[src/rtl/uart_tx_arbiter_if.sv]
// ---------------------------------------------------------------------------
// uart_tx_arbiter_if
// Bundles the client-facing request/data lines and the transmitter-facing
// outputs of uart_tx_arbiter.
//   master : client/top-level side (drives i_req, i_data; observes the rest)
//   slave  : arbiter side (reads i_req, i_data; drives o_*)
// Signals:
//   i_req      [NUM_CLIENTS]   per-client request level
//   i_data     [8*NUM_CLIENTS] client k's byte at [8k+7:8k]
//   o_ack      [NUM_CLIENTS]   one-hot, one-cycle capture pulse
//   o_owner    [OWNER_W]       index of current/last granted client
//   o_busy                     frame launching or in flight
//   o_tx_data  [8]             transmitter data, held for the whole frame
//   o_tx_start                 one-cycle transmitter start pulse
// ---------------------------------------------------------------------------
interface uart_tx_arbiter_if #(
    parameter int NUM_CLIENTS = 4
);
    localparam int OWNER_W = (NUM_CLIENTS > 2) ? $clog2(NUM_CLIENTS) : 1;

    logic [NUM_CLIENTS-1:0]   i_req;
    logic [8*NUM_CLIENTS-1:0] i_data;
    logic [NUM_CLIENTS-1:0]   o_ack;
    logic [OWNER_W-1:0]       o_owner;
    logic                     o_busy;
    logic [7:0]               o_tx_data;
    logic                     o_tx_start;

    modport master (
        output i_req,
        output i_data,
        input  o_ack,
        input  o_owner,
        input  o_busy,
        input  o_tx_data,
        input  o_tx_start
    );

    modport slave (
        input  i_req,
        input  i_data,
        output o_ack,
        output o_owner,
        output o_busy,
        output o_tx_data,
        output o_tx_start
    );
endinterface

[src/rtl/uart_tx_arbiter.sv]
// ---------------------------------------------------------------------------
// uart_tx_arbiter
// Shares one uart_transmitter among NUM_CLIENTS requesters. A winner is
// chosen round-robin, its byte is captured and held on o_tx_data for the
// whole frame, and a one-cycle o_tx_start pulse launches the transmitter.
// The transmitter has no busy output, so frame length is timed locally with
// a down-counter of FRAME_CYCLES.
// Ports:
//   clk      system clock
//   i_reset  asynchronous active-high reset
//   bus      uart_tx_arbiter_if.slave (i_req, i_data in; o_ack, o_owner,
//            o_busy, o_tx_data, o_tx_start out; all outputs registered)
// Build option:
//   UART_TX_ARB_FIXED_PRIO_EN  when defined, lowest-index requester always
//                              wins and the round-robin pointer is dropped.
// ---------------------------------------------------------------------------
module uart_tx_arbiter #(
    parameter int NUM_CLIENTS       = 4,
    parameter int BAUD_RATE         = 10000,
    parameter int CLOCK_FREQUENCY   = 100000000,
    parameter int CYCLES_PER_SAMPLE = CLOCK_FREQUENCY / BAUD_RATE,
    parameter int GUARD_CYCLES      = 4,
    parameter int FRAME_CYCLES      = 10 * CYCLES_PER_SAMPLE + GUARD_CYCLES
) (
    input  logic               clk,
    input  logic               i_reset,
    uart_tx_arbiter_if.slave   bus
);
    localparam int OWNER_W = (NUM_CLIENTS > 2) ? $clog2(NUM_CLIENTS) : 1;
    localparam int CNT_W   = $clog2(FRAME_CYCLES + 1);

    typedef enum logic [1:0] {
        ST_IDLE   = 2'd0,
        ST_LAUNCH = 2'd1,
        ST_WAIT   = 2'd2
    } state_t;

    state_t                 state_q, state_d;
    logic [CNT_W-1:0]       count_q, count_d;
    logic [NUM_CLIENTS-1:0] ack_q, ack_d;
    logic [OWNER_W-1:0]     owner_q, owner_d;
    logic                   busy_q, busy_d;
    logic [7:0]             tx_data_q, tx_data_d;
    logic                   tx_start_q, tx_start_d;
`ifndef UART_TX_ARB_FIXED_PRIO_EN
    logic [OWNER_W-1:0]     last_q, last_d;
`endif

    // Per-client byte lanes.
    logic [7:0] client_byte [NUM_CLIENTS];
    generate
        for (genvar gi = 0; gi < NUM_CLIENTS; gi++) begin : g_lane
            assign client_byte[gi] = bus.i_data[8*gi +: 8];
        end
    endgenerate

    // Winner selection (combinational, only meaningful when |i_req).
    logic [OWNER_W-1:0] winner;
    logic [7:0]         winner_byte;

`ifdef UART_TX_ARB_FIXED_PRIO_EN
    always_comb begin
        winner = '0;
        // Scan downward so the lowest set index is the last one written.
        for (int k = NUM_CLIENTS - 1; k >= 0; k--) begin
            if (bus.i_req[k]) begin
                winner = OWNER_W'(k);
            end
        end
    end
`else
    always_comb begin
        logic found;
        int   cand;
        winner = '0;
        found  = 1'b0;
        cand   = 0;
        // Search starts one past the last grant and wraps, so the previous
        // winner is considered last.
        for (int i = 1; i <= NUM_CLIENTS; i++) begin
            cand = int'(last_q) + i;
            if (cand >= NUM_CLIENTS) begin
                cand = cand - NUM_CLIENTS;
            end
            if (!found && bus.i_req[cand]) begin
                winner = OWNER_W'(cand);
                found  = 1'b1;
            end
        end
    end
`endif

    always_comb begin
        winner_byte = 8'h00;
        for (int k = 0; k < NUM_CLIENTS; k++) begin
            if (winner == OWNER_W'(k)) begin
                winner_byte = client_byte[k];
            end
        end
    end

    // State register and registered outputs.
    always_ff @(posedge clk or posedge i_reset) begin
        if (i_reset) begin
            state_q    <= ST_IDLE;
            count_q    <= '0;
            ack_q      <= '0;
            owner_q    <= '0;
            busy_q     <= 1'b0;
            tx_data_q  <= 8'h00;
            tx_start_q <= 1'b0;
`ifndef UART_TX_ARB_FIXED_PRIO_EN
            last_q     <= OWNER_W'(NUM_CLIENTS - 1);
`endif
        end else begin
            state_q    <= state_d;
            count_q    <= count_d;
            ack_q      <= ack_d;
            owner_q    <= owner_d;
            busy_q     <= busy_d;
            tx_data_q  <= tx_data_d;
            tx_start_q <= tx_start_d;
`ifndef UART_TX_ARB_FIXED_PRIO_EN
            last_q     <= last_d;
`endif
        end
    end

    // Next-state logic.
    always_comb begin
        state_d = state_q;
        case (state_q)
            ST_IDLE: begin
                if (|bus.i_req) begin
                    state_d = ST_LAUNCH;
                end
            end
            ST_LAUNCH: state_d = ST_WAIT;
            ST_WAIT: begin
                if (count_q == '0) begin
                    state_d = ST_IDLE;
                end
            end
            default: state_d = ST_IDLE;
        endcase
    end

    // Output/datapath next values. ack and start are single-cycle pulses;
    // owner and tx_data persist until the next grant.
    always_comb begin
        count_d    = count_q;
        ack_d      = '0;
        owner_d    = owner_q;
        busy_d     = busy_q;
        tx_data_d  = tx_data_q;
        tx_start_d = 1'b0;
`ifndef UART_TX_ARB_FIXED_PRIO_EN
        last_d     = last_q;
`endif
        case (state_q)
            ST_IDLE: begin
                if (|bus.i_req) begin
                    tx_data_d = winner_byte;
                    owner_d   = winner;
                    ack_d     = NUM_CLIENTS'(1) << winner;
                    busy_d    = 1'b1;
`ifndef UART_TX_ARB_FIXED_PRIO_EN
                    last_d    = winner;
`endif
                end
            end
            ST_LAUNCH: begin
                tx_start_d = 1'b1;
                count_d    = CNT_W'(FRAME_CYCLES - 1);
            end
            ST_WAIT: begin
                if (count_q == '0) begin
                    busy_d = 1'b0;
                end else begin
                    count_d = count_q - 1'b1;
                end
            end
            default: begin
                busy_d = 1'b0;
            end
        endcase
    end

    assign bus.o_ack      = ack_q;
    assign bus.o_owner    = owner_q;
    assign bus.o_busy     = busy_q;
    assign bus.o_tx_data  = tx_data_q;
    assign bus.o_tx_start = tx_start_q;

endmodule

[src/flat_wrapper.sv]
// flat-port wrapper written by rule: the top's interface ports become plain ports
module uart_tx_arbiter_flat 
#(
    parameter int NUM_CLIENTS       = 4,
    parameter int BAUD_RATE         = 10000,
    parameter int CLOCK_FREQUENCY   = 100000000,
    parameter int CYCLES_PER_SAMPLE = CLOCK_FREQUENCY / BAUD_RATE,
    parameter int GUARD_CYCLES      = 4,
    parameter int FRAME_CYCLES      = 10 * CYCLES_PER_SAMPLE + GUARD_CYCLES
)
  (clk, i_reset, bus_i_req, bus_i_data, bus_o_ack, bus_o_owner, bus_o_busy, bus_o_tx_data, bus_o_tx_start);
  uart_tx_arbiter_if #(.NUM_CLIENTS(NUM_CLIENTS)) bus_i ();
  input  logic clk;
  input  logic i_reset;
  input wire logic [$bits(bus_i.i_req)-1:0] bus_i_req;
  input wire logic [$bits(bus_i.i_data)-1:0] bus_i_data;
  output wire logic [$bits(bus_i.o_ack)-1:0] bus_o_ack;
  output wire logic [$bits(bus_i.o_owner)-1:0] bus_o_owner;
  output wire logic [$bits(bus_i.o_busy)-1:0] bus_o_busy;
  output wire logic [$bits(bus_i.o_tx_data)-1:0] bus_o_tx_data;
  output wire logic [$bits(bus_i.o_tx_start)-1:0] bus_o_tx_start;
  assign bus_i.i_req = bus_i_req;
  assign bus_i.i_data = bus_i_data;
  assign bus_o_ack = bus_i.o_ack;
  assign bus_o_owner = bus_i.o_owner;
  assign bus_o_busy = bus_i.o_busy;
  assign bus_o_tx_data = bus_i.o_tx_data;
  assign bus_o_tx_start = bus_i.o_tx_start;
  uart_tx_arbiter #(.NUM_CLIENTS(NUM_CLIENTS), .BAUD_RATE(BAUD_RATE), .CLOCK_FREQUENCY(CLOCK_FREQUENCY), .CYCLES_PER_SAMPLE(CYCLES_PER_SAMPLE), .GUARD_CYCLES(GUARD_CYCLES), .FRAME_CYCLES(FRAME_CYCLES)) u_core (.clk(clk), .i_reset(i_reset), .bus(bus_i));
endmodule
[config.mk]
export PLATFORM = sky130hd
export DESIGN_NAME = uart_tx_arbiter_flat
export DESIGN_NICKNAME = d
export VERILOG_FILES = /design/src/rtl/uart_tx_arbiter_if.sv /design/src/rtl/uart_tx_arbiter.sv /design/src/flat_wrapper.sv
export SDC_FILE = /design/constraint.sdc
export NUM_CORES = 1
export LEC_CHECK = 0
export CAP_MARGIN = 40
export CELL_PAD_IN_SITES_DETAIL_PLACEMENT = 0
export CELL_PAD_IN_SITES_GLOBAL_PLACEMENT = 1
export CORE_ASPECT_RATIO = 0.5
export CORE_MARGIN = 5
export CORE_UTILIZATION = 43
export CTS_CLUSTER_SIZE = 14
export DETAILED_ROUTE_END_ITERATION = 10
export DONT_BUFFER_PORTS = 1
export PLACE_DENSITY = 0.76
export SYNTH_ARGS = -nofsm -noshare
export SYNTH_HDL_FRONTEND = slang
export SYNTH_SLANG_ARGS = --single-unit
[constraint.sdc]
create_clock -name clk -period 2 [get_ports clk]
set_input_delay 0.3 -clock clk [delete_from_list [all_inputs] [get_ports clk]]
set_output_delay 0.3 -clock clk [all_outputs]
set_load 0.05 [all_outputs]
==> impl_metrics.yaml <==
final_layout:
  area_growth_pct: 21.9
  final_common_cell: "dfrtp_1"
  drive_gt1_frac: 0.288
  finalNetCount: 265
  antenna_cells: 0
  final_core_util: 0.555
  final_cell_mix: "dfrtp_1 (35), buf_4 (30), nand2_1 (20)"
synthesis:
  synth_seq_area_share: 0.454
  syn_area_sq_um: 2040
  synth_edf_count: 0
  ys_types: 52
  syn_inst: 196
  ys_seq_elements: 37
  synthArstFlopShare: 1.00
  ys.flop_type: "dfrtp_1"
  synth_area_per_cell_sq_um: 10.4
  ys_warn_count: 0
  syn_nets: 236
global_routing:
  grt.overflow.total: 0
  grt_pass1_wl_mm: 7.97
  grt_use_total: 0.163
  antenna_found_initial: 0
  grt_pass1_vias: 1678
  grt_start_max_net_pins: 38
die:
  coreArea_sq_um: 4490
  die_area_sq_um: 6310
  dieWidth_microns: 107
  start_util: 0.455
  die_h_microns: 58.7
  rows: 17
  io_pins: 54
worst_setup_path:
  cp_data_required_time_ps: 2160
  cp_num_buf_inv: 1
  cp_slowest_stage_delay_ps: 560
  arrival_ps: 2180
  cp-end-kind: "register"
  critPathTopFamily: "simple AND/OR/NAND/NOR gates"
  slowest_stage: "or4_4"
  crit_fanout: 4
  crit_chain: "nor4_4 > buf_4 > nand2_2 > or4_4 > o311ai_4 > o41ai_2"
  r2r_slack_ps: -20
  start_kind: "register"
  critical_path_class: "reg -> reg"
cts:
  path_clk_slew_ps: 80
  cts.sinks: 37
  cts-root-buf: "clkbuf_8"
  numCtsBuffers: 5
  htree_levels: 2
  cts_buffer_depth: 2
  worstSkewPairLatency_ps: 290
  tritoncts: "built"
detailed_routing:
  wirelength_mm: 4.76
  remaining_drc_errors: 0
  ant_nets: 0
  drt_pre_antenna_iters: 4
  drtIter0Drc: 44
  wire_per_inst_microns: 16.3
  vias: 1604
  vias_per_cell: 5.49
sta:
  max_freq_mhz: 496
  layout_setup_ws_ps: -16.2
  rsz0062_at_grt: "yes"
  drv_slew: 0
  finalClockSkew_ps: 7.66
  holdWs_ps: -10.5
  fin_crit_ps: 2020
  report.final.hold_viol_count: 7
  tightest_slew_ps: 474
  setup_viol: 1
  period_share: 1.01
  slew_headroom: 0.676
pwr:
  ir_drop_v: 0.000845
  p_comb_frac: 0.354
  seq_power_share: 0.467
  leakagePower_uw: 0.00106
  finalPower_uw: 3660
  p_int_uw: 2010
  power_switching_uw: 1650
  p_per_area_nw_per_um2: 1470
  pwr-share-clk: 0.179
  swShare: 0.452
placed_design:
  gp_congestion: 0.806
  dp_hpwl_mm: 3.47
  portBuffers: 0
min_path:
  hold_class: "in -> async"
run_status:
  violations: "hold timing, setup timing"
  outcome: "complete, but fails checks"
flow_run:
  cap_violations: 0
power groups by stage:
| stage | clock network [uW] | logic (uW) | registers, uW |
|---|---|---|---|
| after global routing | 705 | 1440 | 1750 |
| after CTS | 672 | 1280 | 1710 |
| after detailed placement | 0 | 1260 | 1720 |
| after global placement | 0 | 1240 | 1720 |
| final | 655 | 1290 | 1710 |
| after floorplan | 0 | 912 | 1640 |
metrics by stage:
stage          TNS (ps)  hold WS, ps  instance area, sq um  instances  setup slack [ps]
6_report          -16.2        -10.5                  2490        292             -16.2
5_1_grt            -130         39.2                  2490        292             -80.8
2_1_floorplan         0          463                  2040        196              4.39
3_3_place_gp          0          329                  2300        282              25.0
4_1_cts           -20.8         11.2                  2430        291             -20.8
3_5_place_dp      -41.9          334                  2300        282             -41.9
layout make-up:
class / instances / area, sq um
well taps: 66 / 82.6
multi-input cells: 142 / 1090
clock buffers: 6 / 72.6
inverters: 8 / 30.0
fillers: 404 / 2000
repair buffers: 31 / 245
flip-flops and latches: 37 / 928
clock inverters: 2 / 38.8
worst paths after layout:
path	from	end	depth (start not counted)
setup / recovery	u_core.count_q[2]	u_core.count_q[13]	6
hold / removal	i_reset	u_core.bus.o_tx_data[3]	2
setup reg to reg	u_core.count_q[2]	u_core.count_q[13]	6
hold reg to reg	u_core.last_q[1]	u_core.last_q[1]	2
max in group asynchronous	i_reset	u_core.last_q[0]	2
min in group clk	bus_i_data[22]	u_core.bus.o_tx_data[6]	2
routing by layer:
| metal | routed length, microns | GRT usage |
|---|---|---|
| met5 | 0 | 0 |
| met4 | 27 | 0.0576 |
| met3 | 288 | 0.0646 |
| met2 | 2270 | 0.267 |
| met1 | 2170 | 0.199 |
state kept, by name, summed over array words and instances, names as in the netlist:
register and count:
u_core.count_q 17, u_core.bus.o_tx_data 8, u_core.bus.o_ack 4, u_core.bus.o_owner 2, u_core.last_q 2, u_core.state_q 2
u_core.bus.o_busy 1, u_core.bus.o_tx_start 1
what timing repair did:
action | CTS | global route
buffers inserted | 1 | 1
hold buffers | 0 | 0
setup endpoints to repair | 1 | 4
gates resized for setup | 2 | 7
pin swaps | 0 | 1
cell families (layout without fill, tap and decap cells):
group	count (synthesis)	after routing	synth area share
buffers and inverters	17	47	0.0416
XOR/XNOR	5	5	0.0214
AO/OA/AOI/OAI	39	39	0.160
adder cells (fa/ha/maj)	2	2	0.0122
flip-flops	37	37	0.454
AND/OR/NAND/NOR	75	75	0.203
multiplexers	21	21	0.107
synthesized netlist by cell type, types with 2 or more instances:
master	n	area share
nand2b_1	6	0.018
o221a_2	6	0.033
o211ai_1	3	0.011
mux2i_1	14	0.069
nor2b_1	3	0.0092
buf_6	2	0.011
nor4_1	5	0.015
nand3_1	7	0.017
buf_2	2	0.0049
xnor2_1	5	0.021
ha_1	2	0.012
inv_1	7	0.013
nand2_1	21	0.039
clkbuf_1	3	0.0055
dfrtp_1	35	0.43
nor2_1	12	0.022
a21o_1	3	0.011
o21a_1	2	0.0073
a21oi_1	5	0.012
or3_1	2	0.0061
o41ai_1	2	0.0086
dfstp_2	2	0.026
o21ai_0	2	0.0049
nor4_2	2	0.012
nor3b_1	4	0.015
a311o_1	3	0.015
a311oi_1	2	0.0086
mux2_2	7	0.039
nor3_1	4	0.0098
No activity file was read; power rests on OpenSTA's default activity.
